--- src/rtl/uart_rx_fifo_pkg.sv ---
// Shared peripheral constants: UART baud divisor, default end-of-line byte,
// and the width helpers used to size FIFO pointers and occupancy counters.
package uart_rx_fifo_pkg;

    localparam logic [15:0] UART_BAUD_DIV   = 16'd52;
    localparam logic [7:0]  LF_CHAR_DEFAULT = 8'h0A;

    // Pointers address DEPTH entries; counters must also represent DEPTH itself.
    function automatic int ptr_w(input int depth);
        return $clog2(depth);
    endfunction

    function automatic int cnt_w(input int depth);
        return $clog2(depth) + 1;
    endfunction

endpackage

--- src/rtl/uart_rx_fifo_mem.sv ---
// DEPTH x 8 byte storage: synchronous write, asynchronous read, contents never reset.
// Latency: written byte readable the cycle after the write; no flow control of its own.
module uart_rx_fifo_mem
    import uart_rx_fifo_pkg::*;
#(
    parameter int DEPTH = 16
) (
    input  logic                    clk_i,
    input  logic                    we_i,
    input  logic [ptr_w(DEPTH)-1:0] waddr_i,
    input  logic [7:0]              wdata_i,
    input  logic [ptr_w(DEPTH)-1:0] raddr_i,
    output logic [7:0]              rdata_o
);

    logic [7:0] mem_q [DEPTH];

    always_ff @(posedge clk_i) begin
        if (we_i) begin
            mem_q[waddr_i] <= wdata_i;
        end
    end

    assign rdata_o = mem_q[raddr_i];

endmodule

--- src/rtl/uart_rx_fifo.sv ---
// UART receive FIFO with end-of-line counting and sticky overflow/framing flags.
// Latency 1 cycle push-to-rvalid; valid/ready on the read side, drops bytes when full.
module uart_rx_fifo
    import uart_rx_fifo_pkg::*;
#(
    parameter int         DEPTH   = 16,
    parameter logic [7:0] LF_CHAR = LF_CHAR_DEFAULT
) (
    input  logic                    clk_i,
    input  logic                    rst_ni,
    input  logic                    rx_received_i,
    input  logic [7:0]              rx_byte_i,
    input  logic                    rx_error_i,
    input  logic                    clear_i,
    output logic [7:0]              rdata_o,
    output logic                    rvalid_o,
    input  logic                    rready_i,
    output logic [cnt_w(DEPTH)-1:0] count_o,
    output logic [cnt_w(DEPTH)-1:0] lines_o,
    output logic                    overflow_o,
    output logic                    frame_err_o
);

    localparam int PW = ptr_w(DEPTH);
    localparam int CW = cnt_w(DEPTH);

    logic [PW-1:0] rptr_q, rptr_d, wptr_q, wptr_d;
    logic [CW-1:0] count_q, count_d, lines_q, lines_d;
    logic          ovf_q, ovf_d, ferr_q, ferr_d;
    logic          full, push_req, push, pop, push_lf, pop_lf;

    assign full     = (count_q == CW'(DEPTH));
    assign rvalid_o = (count_q != '0);
    assign pop      = rvalid_o && rready_i && !clear_i;
    assign push_req = rx_received_i && !rx_error_i;
    // A pop in the same cycle frees the slot, so a full FIFO still accepts.
    assign push     = push_req && (!full || pop) && !clear_i;
    assign push_lf  = push && (rx_byte_i == LF_CHAR);
    assign pop_lf   = pop && (rdata_o == LF_CHAR);

    always_comb begin
        rptr_d  = rptr_q;
        wptr_d  = wptr_q;
        count_d = count_q;
        lines_d = lines_q;
        ovf_d   = ovf_q;
        ferr_d  = ferr_q;
        if (clear_i) begin
            rptr_d  = '0;
            wptr_d  = '0;
            count_d = '0;
            lines_d = '0;
            ovf_d   = 1'b0;
            ferr_d  = 1'b0;
        end else begin
            if (push) wptr_d = wptr_q + PW'(1);
            if (pop)  rptr_d = rptr_q + PW'(1);
            case ({push, pop})
                2'b10:   count_d = count_q + CW'(1);
                2'b01:   count_d = count_q - CW'(1);
                default: count_d = count_q;
            endcase
            case ({push_lf, pop_lf})
                2'b10:   lines_d = lines_q + CW'(1);
                2'b01:   lines_d = lines_q - CW'(1);
                default: lines_d = lines_q;
            endcase
            if (push_req && full && !pop)      ovf_d  = 1'b1;
            if (rx_received_i && rx_error_i)   ferr_d = 1'b1;
        end
    end

    always_ff @(posedge clk_i) begin
        if (!rst_ni) begin
            rptr_q  <= '0;
            wptr_q  <= '0;
            count_q <= '0;
            lines_q <= '0;
            ovf_q   <= 1'b0;
            ferr_q  <= 1'b0;
        end else begin
            rptr_q  <= rptr_d;
            wptr_q  <= wptr_d;
            count_q <= count_d;
            lines_q <= lines_d;
            ovf_q   <= ovf_d;
            ferr_q  <= ferr_d;
        end
    end

    uart_rx_fifo_mem #(
        .DEPTH (DEPTH)
    ) u_mem (
        .clk_i   (clk_i),
        .we_i    (push && rst_ni),
        .waddr_i (wptr_q),
        .wdata_i (rx_byte_i),
        .raddr_i (rptr_q),
        .rdata_o (rdata_o)
    );

    assign count_o     = count_q;
    assign lines_o     = lines_q;
    assign overflow_o  = ovf_q;
    assign frame_err_o = ferr_q;

endmodule

--- config.mk ---
export PLATFORM = sky130hd
export DESIGN_NAME = uart_rx_fifo
export DESIGN_NICKNAME = d
export VERILOG_FILES = /design/src/rtl/uart_rx_fifo_pkg.sv /design/src/rtl/uart_rx_fifo_mem.sv /design/src/rtl/uart_rx_fifo.sv
export SDC_FILE = /design/constraint.sdc
export NUM_CORES = 1
export LEC_CHECK = 0
export ABC_AREA = 1
export CAP_MARGIN = 0
export CORE_MARGIN = 8
export CORE_UTILIZATION = 35
export DETAILED_ROUTE_END_ITERATION = 10
export HOLD_SLACK_MARGIN = 0.06
export PLACE_DENSITY = 0.58
export SYNTH_ARGS = -nofsm -noshare
export SYNTH_HDL_FRONTEND = slang
export SYNTH_HIERARCHICAL = 1
export SYNTH_SLANG_ARGS = --single-unit
--- constraint.sdc ---
create_clock -name clk_i -period 5.5 [get_ports clk_i]
set_input_delay 1.1 -clock clk_i [delete_from_list [all_inputs] [get_ports clk_i]]
set_output_delay 1.1 -clock clk_i [all_outputs]
set_load 0.03 [all_outputs]
==> metrics.txt <==
min Tclk post-route=4150 ps; syn_area_per_cell=9.63 µm²; Setup TNS=0 ps; clock transition at the registers of the reported paths=60 ps; Post-DP HPWL=9460 µm; Slew HR=27.5%; grt ovf=0; first-pass GRT wire length=24900 µm; PortBufs=34; drt via density=4.59; worst-path maximum fanout=58; pin count of the biggest net entering global routing=69; post-synth cell types=27; std cell rows=51; layout cells sized above 1=7.34%; PD cells=314 mW/mm²; max-slew violations=0; worst vdd ir=0.180 mV; Hold Vio Cnt, Final=0; post-synthesis cell count=713; Final Cycle Share=75.5%; Skew-Pair Late Insertion Delay=420 ps; I/O pin count=35; CTS tree=built; clock skew=5.27 ps; clk buf depth=2; Area Overhead vs Synth=17.2%; Post-CTS Setup Inserts=0; final setup violation count=0; RSZ-0062 raised after global routing=false; Leak=0.00334 µW; CP arrival=3050 ps; Post-layout nets=776; status=finished clean; FILL cells=1888; Synth Cell Area=0.00686 mm²; Antenna Cells=0; Seq/Total Area, Yosys=61.8%; worst-margin pin slew=1090 ps; clock sink count=148; initial core utilization=35.5%; die span in y=156 µm; CP endpoint kind=primary output; DR DRC count=0; Pre-antenna DRT Iters=4; Die Wd=156 µm; placer congestion estimate=0.768; antenna-violating nets left=0; Max Cap Viol=0; initial antenna violation count=0; Hold-fix buffers, CTS=0; Inserted Clock Buffers=17; HP Class=flop to flop; Post-Route WL=15400 µm; Tot GR Track Use=13.4%; Die Area=0.0243 mm²; Clock Tree Root=clkbuf_16; Initial DRC Count=352; number of global-route vias before repair=4512; critical path class=flop to primary output; Mapped Nets=739; synth warn=6; f_max=241 MHz; critical path required time=4400 ps; via count of the routed design=4722; Resized Gates After CTS=0; critical path launch point type=flop; Yosys reg bits=148; Core Region=0.0193 mm²; Routed WL per cell=15.0 µm; Power, Total=2530 µW; H-Tree Depth=4
## through the flow
step / utilization (%) / hold WS (ps) / setup WS (ps) / instance area, µm² / std cells
2_1_floorplan: - / 469 / 2680 / 6860 / 713
3_3_place_gp: 38.4 / 478 / 1690 / 7430 / 996
3_5_place_dp: 38.4 / 468 / 1610 / 7430 / 996
4_1_cts: 41.6 / 491 / 1310 / 8050 / 1028
5_1_grt: 41.6 / 520 / 1130 / 8050 / 1028
6_report: 41.6 / 486 / 1350 / 8050 / 1028
## path summary, 6_finish.rpt
| path | start | cells after the start | end | slack (ps) |
|---|---|---|---|---|
| max | rptr_q[0] | 9 | rdata_o[1] | 1350 |
| max reg2reg | rptr_q[0] | 18 | lines_o[4] | 1700 |
| min reg2reg | frame_err_o | 2 | frame_err_o | 490 |
| min | frame_err_o | 2 | frame_err_o | 490 |
## metal layers
| metal | GRT usage, % | vias up | share of wire (%) |
|---|---|---|---|
| met5 | 0 | - | 0 |
| met4 | 4.94 | 0 | 2.0 |
| met3 | 4.02 | 20 | 6.3 |
| met2 | 20.0 | 110 | 45 |
| met1 | 18.0 | 2210 | 47 |
| li1 | - | 2382 | - |
## cells in the final DEF (no fill, tap or decap), types with 4 or more instances in the layout
cell             count
a21oi_1             20
buf_4                9
bufinv_16            4
clkbuf_16           17
clkdlybuf4s50_1     34
clkinv_2             5
dfxtp_1             19
edfxtp_1           128
ha_1                10
inv_1              119
inv_2                6
nand2_1            205
nand3_1            106
nand4_1              5
nor2_1              35
o21ai_0              7
xnor2_1              4
xor2_1               5
## critical path: stages (launching register included)
cell             delay [ps]
dfxtp_2                 320
inv_2                   760
buf_4                   300
nand2_1                  60
nand2_1                  50
nand2_1                  50
nand3_1                  80
nand3_1                 140
nand2_1                 150
clkdlybuf4s50_1         680
## registers in the layout, indices dropped and copies added, names as in the netlist
signal / flops
u_mem/mem_q: 128
count_o: 5
lines_o: 5
rptr_q: 4
wptr_q: 4
frame_err_o: 1
overflow_o: 1
## where the power goes
part           internal [µW]  switching [µW]
sequential              1220            2.45
clock                    756             446
combinational           34.0            68.0
## cell usage after synthesis, drive strengths merged
cell    instances  area share, %
a31oi           1          0.091
xor2            5           0.64
o21ai           7           0.51
nand4           5           0.46
nand3b          3           0.33
xnor2           4           0.51
edfxtp        128             56
a21oi          22            1.8
nor2           37            2.2
nand3         107            7.9
inv           125            6.8
buf            25            2.5
nand2         209             12
fa              2           0.58
ha             10            1.8
dfxtp          20            5.8
nor4            3           0.27
## logic make-up (layout without fill, tap and decap cells)
logic type               Yosys count  in the layout  synth area share (%)
buffers and inverters            150            200                  9.37
AND/OR/NAND/NOR                  364            364                  22.8
adder cells (fa/ha/maj)           12             12                  2.41
AO/OA/AOI/OAI                     30             30                  2.42
flip-flops                       148            148                  61.8
XOR/XNOR                           9              9                  1.15
## cell type report
type,count,area (µm²),area share (%)
clock inverter,14,186,2.32
sequential,148,4250,52.8
clock buffer,18,429,5.33
inverter,125,469,5.83
timing repair buffer,43,408,5.07
tap,265,332,4.12
multi-input combinational,415,1980,24.6
Note: power is estimated with default switching activity, not from simulation.
